## src/rtl/vga_timing_generator_if.sv

```systemverilog
`default_nettype none
// ============================================================================
//  Module      : vga_timing_generator_if
//  Description : Bundle between the VGA timing generator, the pixel renderer
//                (raster request / colour return) and the board DAC pins.
//                master = timing generator, slave = renderer / board side.
//  Revision    : 1.0  initial release
// ============================================================================
interface vga_timing_generator_if #(
   parameter int COLOUR_BITS = 1,
   parameter int CW          = 11
);
   // renderer side
   logic [3*COLOUR_BITS-1:0] pixel_colour;
   logic                     test_mode;
   logic [CW-1:0]            x;
   logic [CW-1:0]            y;
   logic                     req_valid;
   logic                     frame_start;
   logic                     line_start;
   // DAC / connector side
   logic [7:0]               VGA_R;
   logic [7:0]               VGA_G;
   logic [7:0]               VGA_B;
   logic                     VGA_HS;
   logic                     VGA_VS;
   logic                     VGA_BLANK;
   logic                     VGA_SYNC;
   logic                     VGA_CLK;

   modport master (
      input  pixel_colour, test_mode,
      output x, y, req_valid, frame_start, line_start,
      output VGA_R, VGA_G, VGA_B, VGA_HS, VGA_VS, VGA_BLANK, VGA_SYNC, VGA_CLK
   );

   modport slave (
      output pixel_colour, test_mode,
      input  x, y, req_valid, frame_start, line_start,
      input  VGA_R, VGA_G, VGA_B, VGA_HS, VGA_VS, VGA_BLANK, VGA_SYNC, VGA_CLK
   );
endinterface
`default_nettype wire

```

## src/rtl/vga_timing_generator.sv

```systemverilog
`default_nettype none
// ============================================================================
//  Module      : vga_timing_generator
//  Description : Parametrised VGA raster/sync/blank generator with a
//                LATENCY-aligned pixel colour path and per-channel colour
//                expansion to 8-bit DAC values.
//                Optional feature macro: VGA_TEST_PATTERN_EN (8 colour bars
//                selected by test_mode).
//  Revision    : 1.0  initial release
// ============================================================================
module vga_timing_generator #(
   parameter int H_ACTIVE    = 640,
   parameter int H_FP        = 16,
   parameter int H_SYNC      = 96,
   parameter int H_BP        = 48,
   parameter int V_ACTIVE    = 480,
   parameter int V_FP        = 10,
   parameter int V_SYNC      = 2,
   parameter int V_BP        = 33,
   parameter bit HS_POL      = 1'b0,
   parameter bit VS_POL      = 1'b0,
   parameter int COLOUR_BITS = 1,
   parameter int LATENCY     = 2,
   parameter int CW          = 11
) (
   input  wire logic               vga_clock,
   input  wire logic               reset,
   vga_timing_generator_if.master  bus
);

   localparam logic [CW-1:0] c_one      = CW'(1);
   localparam logic [CW-1:0] c_h_max    = CW'(H_ACTIVE + H_FP + H_SYNC + H_BP - 1);
   localparam logic [CW-1:0] c_v_max    = CW'(V_ACTIVE + V_FP + V_SYNC + V_BP - 1);
   localparam logic [CW-1:0] c_h_act    = CW'(H_ACTIVE);
   localparam logic [CW-1:0] c_v_act    = CW'(V_ACTIVE);
   localparam logic [CW-1:0] c_hs_start = CW'(H_ACTIVE + H_FP);
   localparam logic [CW-1:0] c_hs_end   = CW'(H_ACTIVE + H_FP + H_SYNC);
   localparam logic [CW-1:0] c_vs_start = CW'(V_ACTIVE + V_FP);
   localparam logic [CW-1:0] c_vs_end   = CW'(V_ACTIVE + V_FP + V_SYNC);
   localparam int            c_dly_w    = 3 * (LATENCY + 1);

   logic [CW-1:0]            x_q, x_d;
   logic [CW-1:0]            y_q, y_d;
   logic                     w_visible;
   logic                     w_hs_act;
   logic                     w_vs_act;
   logic [2:0]               w_ctl_raw;
   logic [c_dly_w-1:0]       ctl_q;
   logic [2:0]               w_ctl_dly;
   logic [3*COLOUR_BITS-1:0] colour_q;
   logic [2:0][7:0]          w_exp;
   logic [2:0][7:0]          w_src;

   // Raster counter next state: x wraps at the line end, y steps on that wrap
   always_comb begin
      x_d = x_q + c_one;
      y_d = y_q;
      if (x_q == c_h_max) begin
         x_d = '0;
         if (y_q == c_v_max) begin
            y_d = '0;
         end else begin
            y_d = y_q + c_one;
         end
      end
   end

   // Raster counter registers
   always_ff @(posedge vga_clock) begin
      if (reset) begin
         x_q <= '0;
         y_q <= '0;
      end else begin
         x_q <= x_d;
         y_q <= y_d;
      end
   end

   // Zero-delay decodes of the current raster position
   assign w_visible = (x_q < c_h_act) && (y_q < c_v_act);
   assign w_hs_act  = (x_q >= c_hs_start) && (x_q < c_hs_end);
   assign w_vs_act  = (y_q >= c_vs_start) && (y_q < c_vs_end);
   // Controls are carried active-high; polarity is applied at the pins
   assign w_ctl_raw = {w_hs_act, w_vs_act, w_visible};

   assign bus.x           = x_q;
   assign bus.y           = y_q;
   assign bus.req_valid   = w_visible;
   assign bus.frame_start = (x_q == '0) && (y_q == '0);
   assign bus.line_start  = (x_q == '0);

   // Control delay line, LATENCY+1 stages, cleared to inactive on reset
   if (LATENCY == 0) begin : g_ctl_lat0
      always_ff @(posedge vga_clock) begin
         if (reset) begin
            ctl_q <= '0;
         end else begin
            ctl_q <= w_ctl_raw;
         end
      end
   end else begin : g_ctl_latn
      always_ff @(posedge vga_clock) begin
         if (reset) begin
            ctl_q <= '0;
         end else begin
            ctl_q <= {ctl_q[3*LATENCY-1:0], w_ctl_raw};
         end
      end
   end

   assign w_ctl_dly = ctl_q[3*LATENCY +: 3];

   // Single colour register: renderer latency LATENCY plus this stage lines
   // the colour up with the LATENCY+1 deep control line
   always_ff @(posedge vga_clock) begin
      if (reset) begin
         colour_q <= '0;
      end else begin
         colour_q <= bus.pixel_colour;
      end
   end

   // Expansion: repeat the channel value MSB-first, truncate to 8 bits
   for (genvar ch = 0; ch < 3; ch++) begin : g_chan
      for (genvar b = 0; b < 8; b++) begin : g_bit
         assign w_exp[ch][7-b] = colour_q[ch*COLOUR_BITS + COLOUR_BITS - 1 - (b % COLOUR_BITS)];
      end
   end

`ifdef VGA_TEST_PATTERN_EN
   localparam logic [CW-1:0] c_bar_w = CW'(H_ACTIVE / 8);

   logic [(LATENCY+1)*CW-1:0] xdly_q;
   logic                      test_mode_q;
   logic [CW-1:0]             w_x_dly;
   logic [2:0]                w_bar_idx;

   // Raster x delayed to match the pixel currently on the pins
   if (LATENCY == 0) begin : g_x_lat0
      always_ff @(posedge vga_clock) begin
         if (reset) begin
            xdly_q <= '0;
         end else begin
            xdly_q <= x_q;
         end
      end
   end else begin : g_x_latn
      always_ff @(posedge vga_clock) begin
         if (reset) begin
            xdly_q <= '0;
         end else begin
            xdly_q <= {xdly_q[LATENCY*CW-1:0], x_q};
         end
      end
   end

   // test_mode is sampled alongside the colour so it switches on a pixel edge
   always_ff @(posedge vga_clock) begin
      if (reset) begin
         test_mode_q <= 1'b0;
      end else begin
         test_mode_q <= bus.test_mode;
      end
   end

   assign w_x_dly   = xdly_q[LATENCY*CW +: CW];
   assign w_bar_idx = 3'(w_x_dly / c_bar_w);

   // Bars: index bit2 -> R, bit1 -> G, bit0 -> B, full scale or off
   always_comb begin
      w_src = w_exp;
      if (test_mode_q) begin
         w_src[2] = {8{w_bar_idx[2]}};
         w_src[1] = {8{w_bar_idx[1]}};
         w_src[0] = {8{w_bar_idx[0]}};
      end
   end
`else
   logic w_unused_test_mode;

   assign w_unused_test_mode = bus.test_mode;
   assign w_src              = w_exp;
`endif

   // Pins: colour gated by delayed blank, syncs at configured polarity
   assign bus.VGA_R     = w_ctl_dly[0] ? w_src[2] : 8'h00;
   assign bus.VGA_G     = w_ctl_dly[0] ? w_src[1] : 8'h00;
   assign bus.VGA_B     = w_ctl_dly[0] ? w_src[0] : 8'h00;
   assign bus.VGA_HS    = w_ctl_dly[2] ? HS_POL : ~HS_POL;
   assign bus.VGA_VS    = w_ctl_dly[1] ? VS_POL : ~VS_POL;
   assign bus.VGA_BLANK = w_ctl_dly[0];
   assign bus.VGA_SYNC  = 1'b1;
   assign bus.VGA_CLK   = vga_clock;

endmodule
`default_nettype wire

```

## src/flat_wrapper.sv

```systemverilog
// flat-port wrapper written by rule: the top's interface ports become plain ports
module vga_timing_generator_flat 
#(
   parameter int H_ACTIVE    = 640,
   parameter int H_FP        = 16,
   parameter int H_SYNC      = 96,
   parameter int H_BP        = 48,
   parameter int V_ACTIVE    = 480,
   parameter int V_FP        = 10,
   parameter int V_SYNC      = 2,
   parameter int V_BP        = 33,
   parameter bit HS_POL      = 1'b0,
   parameter bit VS_POL      = 1'b0,
   parameter int COLOUR_BITS = 1,
   parameter int LATENCY     = 2,
   parameter int CW          = 11
)
  (vga_clock, reset, bus_pixel_colour, bus_test_mode, bus_x, bus_y, bus_req_valid, bus_frame_start, bus_line_start, bus_VGA_R, bus_VGA_G, bus_VGA_B, bus_VGA_HS, bus_VGA_VS, bus_VGA_BLANK, bus_VGA_SYNC, bus_VGA_CLK);
  vga_timing_generator_if #(.COLOUR_BITS(COLOUR_BITS), .CW(CW)) bus_i ();
  input  wire logic vga_clock;
  input  wire logic reset;
  input wire logic [$bits(bus_i.pixel_colour)-1:0] bus_pixel_colour;
  input wire logic [$bits(bus_i.test_mode)-1:0] bus_test_mode;
  output wire logic [$bits(bus_i.x)-1:0] bus_x;
  output wire logic [$bits(bus_i.y)-1:0] bus_y;
  output wire logic [$bits(bus_i.req_valid)-1:0] bus_req_valid;
  output wire logic [$bits(bus_i.frame_start)-1:0] bus_frame_start;
  output wire logic [$bits(bus_i.line_start)-1:0] bus_line_start;
  output wire logic [$bits(bus_i.VGA_R)-1:0] bus_VGA_R;
  output wire logic [$bits(bus_i.VGA_G)-1:0] bus_VGA_G;
  output wire logic [$bits(bus_i.VGA_B)-1:0] bus_VGA_B;
  output wire logic [$bits(bus_i.VGA_HS)-1:0] bus_VGA_HS;
  output wire logic [$bits(bus_i.VGA_VS)-1:0] bus_VGA_VS;
  output wire logic [$bits(bus_i.VGA_BLANK)-1:0] bus_VGA_BLANK;
  output wire logic [$bits(bus_i.VGA_SYNC)-1:0] bus_VGA_SYNC;
  output wire logic [$bits(bus_i.VGA_CLK)-1:0] bus_VGA_CLK;
  assign bus_i.pixel_colour = bus_pixel_colour;
  assign bus_i.test_mode = bus_test_mode;
  assign bus_x = bus_i.x;
  assign bus_y = bus_i.y;
  assign bus_req_valid = bus_i.req_valid;
  assign bus_frame_start = bus_i.frame_start;
  assign bus_line_start = bus_i.line_start;
  assign bus_VGA_R = bus_i.VGA_R;
  assign bus_VGA_G = bus_i.VGA_G;
  assign bus_VGA_B = bus_i.VGA_B;
  assign bus_VGA_HS = bus_i.VGA_HS;
  assign bus_VGA_VS = bus_i.VGA_VS;
  assign bus_VGA_BLANK = bus_i.VGA_BLANK;
  assign bus_VGA_SYNC = bus_i.VGA_SYNC;
  assign bus_VGA_CLK = bus_i.VGA_CLK;
  vga_timing_generator #(.H_ACTIVE(H_ACTIVE), .H_FP(H_FP), .H_SYNC(H_SYNC), .H_BP(H_BP), .V_ACTIVE(V_ACTIVE), .V_FP(V_FP), .V_SYNC(V_SYNC), .V_BP(V_BP), .HS_POL(HS_POL), .VS_POL(VS_POL), .COLOUR_BITS(COLOUR_BITS), .LATENCY(LATENCY), .CW(CW)) u_core (.vga_clock(vga_clock), .reset(reset), .bus(bus_i));
endmodule
```

## config.mk

```make
export PLATFORM = sky130hd
export DESIGN_NAME = vga_timing_generator_flat
export DESIGN_NICKNAME = d
export VERILOG_FILES = /design/src/rtl/vga_timing_generator_if.sv /design/src/rtl/vga_timing_generator.sv /design/src/flat_wrapper.sv
export SDC_FILE = /design/constraint.sdc
export NUM_CORES = 1
export LEC_CHECK = 0
export ABC_AREA = 1
export CAP_MARGIN = 20
export CORE_MARGIN = 3
export CORE_UTILIZATION = 46
export DETAILED_ROUTE_END_ITERATION = 8
export PLACE_DENSITY = 0.89
export SLEW_MARGIN = 20
export SYNTH_ARGS = -nofsm -noshare
export SYNTH_HDL_FRONTEND = slang
export SYNTH_SLANG_ARGS = --single-unit
```

## constraint.sdc

```tcl
create_clock -name vga_clock -period 1.85 [get_ports vga_clock]
set_input_delay 0.185 -clock vga_clock [delete_from_list [all_inputs] [get_ports vga_clock]]
set_output_delay 0.185 -clock vga_clock [all_outputs]
set_load 0.02 [all_outputs]
```

== Word level (Yosys, flattened, before mapping) ==
Cells that the tools add are included.
Storage, ports and cells
  bits in registers: 34
  output and inout bits: 54
  word-level logic and storage cells: 27
  input bits: 6
Operators by class
  $add $sub $neg: 2
  muxes and demuxes: 6
  eq/ne operators: 2
  reductions and logical operators: 7
  magnitude comparators: 6
Operator list (count)
  $mux W8: 3
  $add A11 B1 Y11 const B: 2
  $eq A11 B10 Y1 const B: 2
  $logic_not A11 Y1: 2
  $lt A11 B10 Y1 const B: 2
  $lt A11 B9 Y1 const B: 2
  $ge A11 B10 Y1 const B: 1
  $ge A11 B9 Y1 const B: 1
  $mux W11: 1
  $logic_and A1 B1 Y1: 4
  $mux W1: 2
  $reduce_or A2 Y1: 1

== Depth between registers and ports, before layout ==
Gate-level depths: netlist of run 1.
  depth in word-level cells: 2
  mapped depth: 9
  gate-level depth less buffers: 9

==> results of run 1 <==
-- cell type report --
| cell class | instances | area [µm²] | area share [%] |
|---|---|---|---|
| Clock buffer | 12 | 160 | 6.37 |
| Timing Repair Buffer | 66 | 671 | 26.7 |
| Sequential cell | 34 | 682 | 27.1 |
| Multi-Input combinational cell | 162 | 758 | 30.1 |
| Inverter | 49 | 184 | 7.31 |
| Tap cell | 48 | 60.1 | 2.39 |
-- cells in the mapped netlist (all sizes together) --
cell type / n
nand2: 60
inv: 49
nor2: 49
dfxtp: 34
buf: 26
nand3: 21
a21oi: 10
ha: 4
nand4: 4
nor3: 4
nor3b: 3
xor2: 2
a211oi: 1
clkbuf: 1
conb: 1
nor4: 1
o21ai: 1
or2: 1
-- cells in the final DEF, fill, tap and decap left out, drive strengths merged --
| cell | n |
|---|---|
| nand2 | 60 |
| inv | 49 |
| nor2 | 49 |
| dfxtp | 34 |
| clkdlybuf4s50 | 33 |
| nand3 | 21 |
| dlymetal6s2s | 20 |
| clkbuf | 13 |
| buf | 11 |
| a21oi | 10 |
| nand4 | 4 |
| ha | 4 |
| nor3 | 4 |
| nor3b | 3 |
| xor2 | 2 |
| o21ai | 1 |
| or2 | 1 |
| a211oi | 1 |
| nor4 | 1 |
| conb | 1 |
| dlygate4sd2 | 1 |
-- power by group --
group          switching, µW  internal [µW]
sequential              8.30            744
clock                    327            534
combinational           70.6           52.6
total                    406           1330
-- how the worst min path moves through the flow --
stage	startpoint	to	slack [ns]	depth (start not counted)
after floorplan	reset	u_core.bus.y[5]	0.26	1
after global placement	u_core.ctl_q[2]	u_core.ctl_q[5]	0.39	2
after detailed placement	u_core.ctl_q[1]	u_core.ctl_q[4]	0.39	2
after CTS	bus_pixel_colour[2]	u_core.colour_q[2]	0.32	3
after global routing	bus_pixel_colour[2]	u_core.colour_q[2]	0.32	3
final	bus_pixel_colour[1]	u_core.colour_q[1]	0.32	3
-- flip-flops by register name, indices dropped and copies added, names as in the netlist --
signal and count:
u_core.bus.y 11, u_core.bus.x 11, u_core.colour_q 3, u_core.ctl_q 9
-- layer usage --
metal,up-vias,track usage [%]
met3,12,5.83
met2,86,32.5
met1,789,20.0
met4,0,14.1
li1,896,-
met5,-,0
-- worst register-to-register path, cell delays in order (launching register included) --
cell and delay, ns:
dfxtp_1 0.40, ha_1 0.20, nand2_1 0.09, inv_1 0.08, nand2_1 0.11, nor2_1 0.42, nand3_1 0.18, nand2_1 0.10
nor2_1 0.05
-- stage by stage --
stage | util [%] | setup TNS [ns] | power [µW] | setup WS (ns)
final | 67.2 | 0 | 1740 | 0.0703
after global routing | 67.2 | -0.0356 | 1800 | -0.0123
after CTS | 66.0 | 0 | 1760 | 0.00925
after detailed placement | 62.0 | 0 | 970 | 0.131
after global placement | 62.0 | 0 | 967 | 0.116
after floorplan | - | 0 | 909 | 0.341
-- logic make-up after synthesis --
family | share of synthesized area, %
simple gates | 33.9
buf+inv | 21.3
flops | 37.4
compound gates | 3.44
fa+ha+maj | 2.75
xor+xnor | 0.963
other cells | 0.206
==> summary.txt, run 1 <==
Global routing
  – Initial antenna violation count: 0
  – Vias in the first global route: 1622
  – GR Overflow Total: 0
  – Overall routing resource usage: 19.2%
  – Largest net degree at the start of global routing: 16
  – First-pass GRT wire length: 6730 µm

Finish
  – Fin nets: 332
  – Post-route cell area: 0.00251 mm²
  – Layout cells sized above 1: 11.1%
  – Final std cells w/o fill: 371
  – Synth-to-layout area growth: 38.2%
  – Antenna Cells: 0
  – FILL cells: 315

Placement
  – # placed instances: 360
  – Placed Area: 0.00232 mm²
  – Post-detail-place hpwl: 3010 µm
  – Input/output buffers: 57
  – Gpl congestion: 0.867

Detailed routing
  – Vias post-DR: 1783
  – Vias/cell: 4.81
  – Routed wire length: 4340 µm
  – Initial DRC Count: 90
  – Metal2 WL: 2070 µm
  – Wire per inst: 11.7 µm
  – M1 WL: 1770 µm
  – Max layer used: met4
  – Drt drc: 0
  – DRT Pass-1 Iters: 4
  – Final ANT Viol Nets: 0
  – Met3 wire length: 385 µm

Setup path
  – Critical path endpoint category: primary output
  – Critical R2R Launch: u_core.bus.x[0]
  – Crit path max fanout: 8
  – R2r setup slk: 0.12 ns
  – Reg2reg end: u_core.bus.y[8]
  – Worst Path Buf+Inv: 2
  – Startpoint Class: flop
  – Worst reg-to-reg path cell count: 8
  – Crit path max-delay cell type: clkdlybuf4s50_1
  – Crit Path Category: flop to primary output
  – Critical-path cell list: nand2_1 -> inv_1 -> clkdlybuf4s50_1
  – Crit path DAT: 1.59 ns
  – Crit path to: bus_VGA_R[6]
  – Max incr delay on CP: 0.63 ns
  – CP startpoint: u_core.ctl_q[6]
  – Worst path depth: 3
  – CP Data Required Time: 1.66 ns
  – Cell family with most CP delay: buffers and inverters

Floorplan
  – FP Rows: 22
  – Starting Density: 48.6%
  – Core ar.: 0.00374 mm²
  – Total Die Area: 0.00475 mm²
  – Num ports: 60
  – Die width: 68.9 µm
  – Die Ht: 68.9 µm

Timing
  – Final Max Tran Viols: 0
  – Final Hold Fails: 0
  – # setup viols final: 0
  – Fin Hold WS: 0.316 ns
  – Fmax achieved: 562 MHz
  – Worst Skew: 0.00466 ns
  – Period utilisation layout: 96.2%
  – Fin crit period: 1.78 ns

Synthesis
  – Synth area leaders: dfxtp_1, nand2_1, inv_1
  – #FFs+latches synth: 34
  – Largest area contributor in the netlist: dfxtp_1
  – Syn_nets: 282
  – Synth unique cells: 24
  – Synth Area per Inst: 6.69 µm²
  – Syn Inst Count: 272
  – Sequential share of the synthesized area: 37.4%
  – Ys Warns: 0
  – Top cell type's share of synthesized area: 37.4%
  – Post-Syn Area: 0.00182 mm²

Clocking
  – CTS Hold Buffers Added: 0
  – Worst-Skew Late Latency: 0.39 ns
  – CTS tree: built
  – Post-CTS Setup Inserts: 0
  – Post-CTS resize count: 8
  – Clk pin slew, worst setup/hold paths: 0.06 ns

Worst hold path
  – HP Class: primary input to flop

Outcome
  – Status: finished clean

Power and ir drop
  – Leakage: 0.00148 µW
  – VDD IR-drop max: 0.717 mV
  – Pwr dens: 690 mW/mm²

Flow run
  – Max Cap Violations: 0
(Power assumes the default switching activity.)
==> run 2: changes to the inputs <==
- CORE_ASPECT_RATIO: not set -> 0.7
==> run 2 against run 1 <==
Effect of this change: worst hold slack lost 0.0052 ns; wire length shrank 1.6%; final cell count grew 0.27%; combinational power is essentially flat; utilization grew 0.76 points; largest cell class unchanged; highest routed layer unchanged.
==> summary.txt, run 2 (synthesized netlist as in run 1, its figures left out) <==
Detailed routing
  – Initial DRC Count: 90
  – Vias/cell: 4.84
  – Final ANT Viol Nets: 0
  – Wire per inst: 11.5 µm
  – Routed wire length: 4260 µm
  – Vias post-DR: 1799
  – DRT Pass-1 Iters: 5
  – Drt drc: 0

Power and ir drop
  – Total power: 1660 µW
  – Pwr dens: 668 mW/mm²
  – Power share of the clock group: 47.1%
  – Internal Power: 1250 µW
  – Logic pwr share: 7.4%
  – Sw Share: 24.3%
  – Sequential Power Share: 45.4%
  – Leakage: 0.00145 µW
  – VDD IR-drop max: 0.646 mV
  – Switching Power: 403 µW

Timing
  – Period utilisation layout: 93.9%
  – Worst Skew: 0.00624 ns
  – Final Hold Fails: 0
  – # setup viols final: 0
  – Fin crit period: 1.74 ns
  – TNS Setup: 0 ns
  – Final Max Tran Viols: 0
  – RSZ-0062 raised after global routing: no
  – Fmax achieved: 575 MHz

Setup path
  – Crit path max-delay cell type: dfxtp_1
  – Crit path max fanout: 5
  – Critical R2R Launch: u_core.bus.x[0]
  – Critical-path cell list: inv_1 -> ha_1 -> nand4_1 -> nor3_2 -> buf_2
  – CP Data Required Time: 1.66 ns
  – R2r setup slk: 0.24 ns
  – Startpoint Class: flop
  – Critical path endpoint category: primary output
  – Worst reg-to-reg path cell count: 8
  – Cell family with most CP delay: simple AND/OR/NAND/NOR gates
  – Worst Path Buf+Inv: 2
  – Crit path DAT: 1.55 ns
  – Max incr delay on CP: 0.34 ns
  – Reg2reg end: u_core.bus.y[6]
  – Crit Path Category: flop to primary output

Finish
  – Commonest non-fill, non-tap cell in the layout: nand2_1
  – Layout cells sized above 1: 10.6%
  – Most frequent cells in the layout: nand2_1, inv_1, nor2_1
  – Area of the multi-input gates: 758 µm²
  – Fin nets: 331
  – Synth-to-layout area growth: 36.2%
  – FILL cells: 315
  – Storage cell area: 682 µm²
  – Antenna Cells: 0

Clocking
  – Worst-Skew Late Latency: 0.39 ns
  – Clk pin slew, worst setup/hold paths: 0.07 ns
  – Post-CTS resize count: 15
  – Post-CTS Setup Inserts: 0
  – CTS Hold Buffers Added: 0
  – CTS tree: built

Worst hold path
  – Hold depth: 3
  – Worst hold path endpoint: u_core.colour_q[1]
  – Worst min-delay path startpoint: bus_pixel_colour[1]
  – HP Class: primary input to flop

Placement
  – Gpl congestion: 0.919
  – Input/output buffers: 57
  – Post-detail-place hpwl: 2990 µm

Floorplan
  – FP Rows: 18
  – Num ports: 60
  – Die Ht: 58.6 µm
  – Core ar.: 0.00365 mm²
  – Die width: 81.2 µm
  – Starting Density: 49.9%
  – Total Die Area: 0.00476 mm²

Outcome
  – Status: finished clean

Global routing
  – Vias in the first global route: 1670
  – Overall routing resource usage: 19.7%
  – First-pass GRT wire length: 7210 µm
  – GR Overflow Total: 0
  – Initial antenna violation count: 0
  – Largest net degree at the start of global routing: 16

Flow run
  – Max Cap Violations: 0
-- run 2: cell count changes in the layout (fill, tap and decap cells not counted), moves of 2 or more --
cell	delta
dlygate4sd2_1	+6
clkdlybuf4s50_1	-4
clkbuf_8	-2
dlymetal6s2s_1	-2
-- run 2: through the flow --
step           cells  hold WS, ns  utilization [%]  cell area, µm²  worst slack [ns]
3_5_place_dp     361        0.394             63.5            2320             0.118
5_1_grt          372        0.322             67.9            2480           0.00354
6_report         372        0.311             67.9            2480             0.112
2_1_floorplan    272        0.257                -            1820             0.341
4_1_cts          372        0.304             66.7            2430           0.00240
3_3_place_gp     361        0.390             63.5            2320             0.129
-- run 2: cell type report --
| class | instances | share of cell area (%) |
|---|---|---|
| inverter | 49 | 7.42 |
| timing repair buffer | 65 | 26.2 |
| sequential | 34 | 27.5 |
| tap | 50 | 2.52 |
| multi-input combinational | 162 | 30.6 |
| clock inverter | 1 | 0.202 |
| clock buffer | 11 | 5.50 |
-- run 2: worst max path at each step --
| stage | from | endpoint | slack, ns | depth (start not counted) |
|---|---|---|---|---|
| global placement | u_core.bus.y[1] | bus_frame_start | 0.13 | 7 |
| detailed placement | u_core.bus.y[1] | bus_frame_start | 0.12 | 7 |
| global route | u_core.bus.x[0] | bus_frame_start | 0.004 | 5 |
| floorplan | u_core.bus.x[0] | u_core.bus.y[5] | 0.34 | 9 |
| CTS | u_core.ctl_q[6] | bus_VGA_B[6] | 0.002 | 3 |
| finish | u_core.bus.x[0] | bus_frame_start | 0.11 | 5 |
-- run 2: routing by layer --
metal	global-route usage, %	wire [µm]	share of wire, %	up-vias
met2	29.8	1870	44	93
met1	25.2	1820	43	798
met5	0	0	0	-
met4	9.40	88	2.1	0
li1	-	-	-	896
met3	6.73	479	11	12
-- run 2: power groups by stage --
stage | logic (µW) | clock network [µW] | registers (µW)
finish | 123 | 780 | 753
global route | 135 | 835 | 754
CTS | 125 | 797 | 753
detailed placement | 127 | 72.6 | 769
global placement | 126 | 72.6 | 769
floorplan | 70.7 | 63.2 | 775
-- run 2: worst register-to-register path, stage by stage, from the launching register on --
cell and delay [ns]:
dfxtp_1 0.39, ha_1 0.18, nand2_1 0.08, inv_1 0.09, nand2_1 0.12, nor2_1 0.38, nand3_1 0.13, nand2_1 0.09
nor2_1 0.04
==> run 3: changes to the inputs <==
==> constraint.sdc (replaced) <==
create_clock -name vga_clock -period 1.85 [get_ports vga_clock]
set_input_delay 0.37 -clock vga_clock [delete_from_list [all_inputs] [get_ports vga_clock]]
set_output_delay 0.37 -clock vga_clock [all_outputs]
set_load 0.02 [all_outputs]
==> run 3 against run 2 <==
Effect of this change: the flow now finishes with violations (setup timing); global-route usage rose by 0.65 points; clock skew rose by 0.0033 ns; non-clock buffer count rose by 18; clock-buffer cell count did not move; final cell count rose by 4.8%; via count rose by 8.7%; maximum frequency fell by 13%; worst hold slack improved by 0.090 ns; flip-flop and latch count did not move; highest routed layer unchanged; sequential power fell by 0.5%; utilization rose by 4.6 points; register-to-register slack got worse by 0.07 ns.
==> summary.txt, run 3 (synthesized netlist as in run 1, its figures left out) <==
Setup path
  – Worst reg-to-reg path cell count: 10
  – Crit path max fanout: 2
  – CP startpoint: u_core.bus.y[1]
  – Reg2reg end: u_core.bus.y[7]
  – Crit path to: bus_frame_start
  – Crit path DAT: 1.62 ns
  – Crit Path Category: flop to primary output
  – CP Data Required Time: 1.48 ns
  – Startpoint Class: flop
  – Critical R2R Launch: u_core.bus.x[1]
  – R2r setup slk: 0.17 ns
  – Critical path endpoint category: primary output

Timing
  – Worst Skew: 0.00950 ns
  – # setup viols final: 1
  – Setup WS post-layout: -0.145 ns
  – Fin Hold WS: 0.400 ns
  – Fmax achieved: 501 MHz
  – Fin crit period: 1.99 ns
  – Period utilisation layout: 108%
  – RSZ-0062 raised after global routing: yes
  – Final Max Tran Viols: 0
  – Final Hold Fails: 0

Floorplan
  – FP Rows: 18
  – Num ports: 60
  – Core ar.: 0.00365 mm²
  – Total Die Area: 0.00476 mm²
  – Die width: 81.2 µm
  – Die Ht: 58.6 µm
  – Starting Density: 49.9%

Power and ir drop
  – Sequential Power Share: 42.2%
  – Power share of the clock group: 50.0%
  – Internal Power: 1360 µW
  – Leakage: 0.00155 µW
  – Pwr dens: 672 mW/mm²
  – Total power: 1780 µW
  – Sw Share: 23.3%
  – VDD IR-drop max: 0.658 mV
  – Switching Power: 413 µW
  – Logic pwr share: 7.8%

Global routing
  – Overall routing resource usage: 20.3%
  – Largest net degree at the start of global routing: 16
  – Initial antenna violation count: 0
  – GR Overflow Total: 0
  – First-pass GRT wire length: 7380 µm
  – Vias in the first global route: 1677

Detailed routing
  – Initial DRC Count: 146
  – Vias post-DR: 1956
  – Routed wire length: 5100 µm
  – Final ANT Viol Nets: 0
  – Vias/cell: 5.02
  – DRT Pass-1 Iters: 5
  – Drt drc: 0
  – Wire per inst: 13.1 µm

Placement
  – Input/output buffers: 57
  – # placed instances: 377
  – Gpl congestion: 0.896
  – Post-detail-place hpwl: 3200 µm
  – Place WS: -0.105 ns

Clocking
  – Clk pin slew, worst setup/hold paths: 0.07 ns
  – CTS tree: built
  – Worst-Skew Late Latency: 0.39 ns
  – CTS Hold Buffers Added: 0

Outcome
  – Status: finished with violations
  – Violated checks: setup timing

Finish
  – Commonest non-fill, non-tap cell in the layout: nand2_1
  – Antenna Cells: 0
  – Most frequent cells in the layout: nand2_1, inv_1, nor2_1
  – Fin nets: 349
  – Final std cells w/o fill: 390
  – Layout cells sized above 1: 18.5%
  – Synth-to-layout area growth: 45.4%

Flow run
  – Max Cap Violations: 0

Worst hold path
  – HP Class: flop to flop
-- run 3: changes by cell type in the layout (fill, tap and decap cells not counted), sizes merged --
cell and change:
buf +20, bufinv +1, clkbuf -2, clkdlybuf4s50 -16, clkinv -1, dlygate4sd2 +23, dlymetal6s2s -7
-- run 3: critical path, cell delays in order (launching register included) --
cell     delay, ns
dfxtp_2       0.33
inv_2         0.07
ha_4          0.14
nand2_4       0.05
nor2_4        0.14
nand3_2       0.11
nor3_4        0.24
buf_6         0.15
-- run 3: repair_timing --
| action | in CTS | in global routing |
|---|---|---|
| setup buffers | 0 | 2 |
| endpoints found under the setup margin | 33 | 20 |
| gates resized for setup | 46 | 30 |
| pin swaps | 0 | 5 |
-- run 3: per-stage QoR --
step,area (µm²),util [%],setup TNS (ns)
detailed placement,2440,66.8,-0.105
global placement,2440,66.8,-0.0569
CTS,2550,69.9,-0.105
finish,2650,72.5,-0.145
floorplan,1820,-,0
global route,2650,72.5,-0.410
-- run 3: power by group through the flow --
stage	Combinational (µW)	Clock, µW	Sequential [µW]
after floorplan	70.7	63.2	775
after global placement	136	72.6	765
after detailed placement	139	72.6	766
after CTS	134	891	749
after global routing	151	946	750
final	139	889	749
-- run 3: how the worst min path moves through the flow --
stage	start	end	slack, ns	cells past startpoint
6_report	u_core.ctl_q[2]	u_core.ctl_q[5]	0.40	2
5_1_grt	u_core.ctl_q[3]	u_core.ctl_q[6]	0.42	2
4_1_cts	u_core.ctl_q[4]	u_core.ctl_q[7]	0.40	2
3_5_place_dp	u_core.ctl_q[4]	u_core.ctl_q[7]	0.39	2
3_3_place_gp	u_core.ctl_q[5]	u_core.ctl_q[8]	0.39	2
2_1_floorplan	u_core.ctl_q[0]	u_core.ctl_q[3]	0.39	2
-- run 3: cell type report --
type / instances / area (µm²)
clock buffers: 11 / 126
clock inverters: 1 / 30.0
fillers: 288 / 1000
inverters: 49 / 184
multi-input cells: 162 / 812
flip-flops and latches: 34 / 684
well taps: 50 / 62.6
repair buffers: 83 / 746
-- run 3: per-layer routing --
metal  wire [µm]  vias up  part of all wire [%]  global-route usage, %
li1            -      933                     -                      -
met4         144        0                   2.8                   9.64
met2        2290      126                    45                   32.2
met1        2050      879                    40                   25.2
met5           0        -                     0                      0
met3         608       18                    12                   6.57
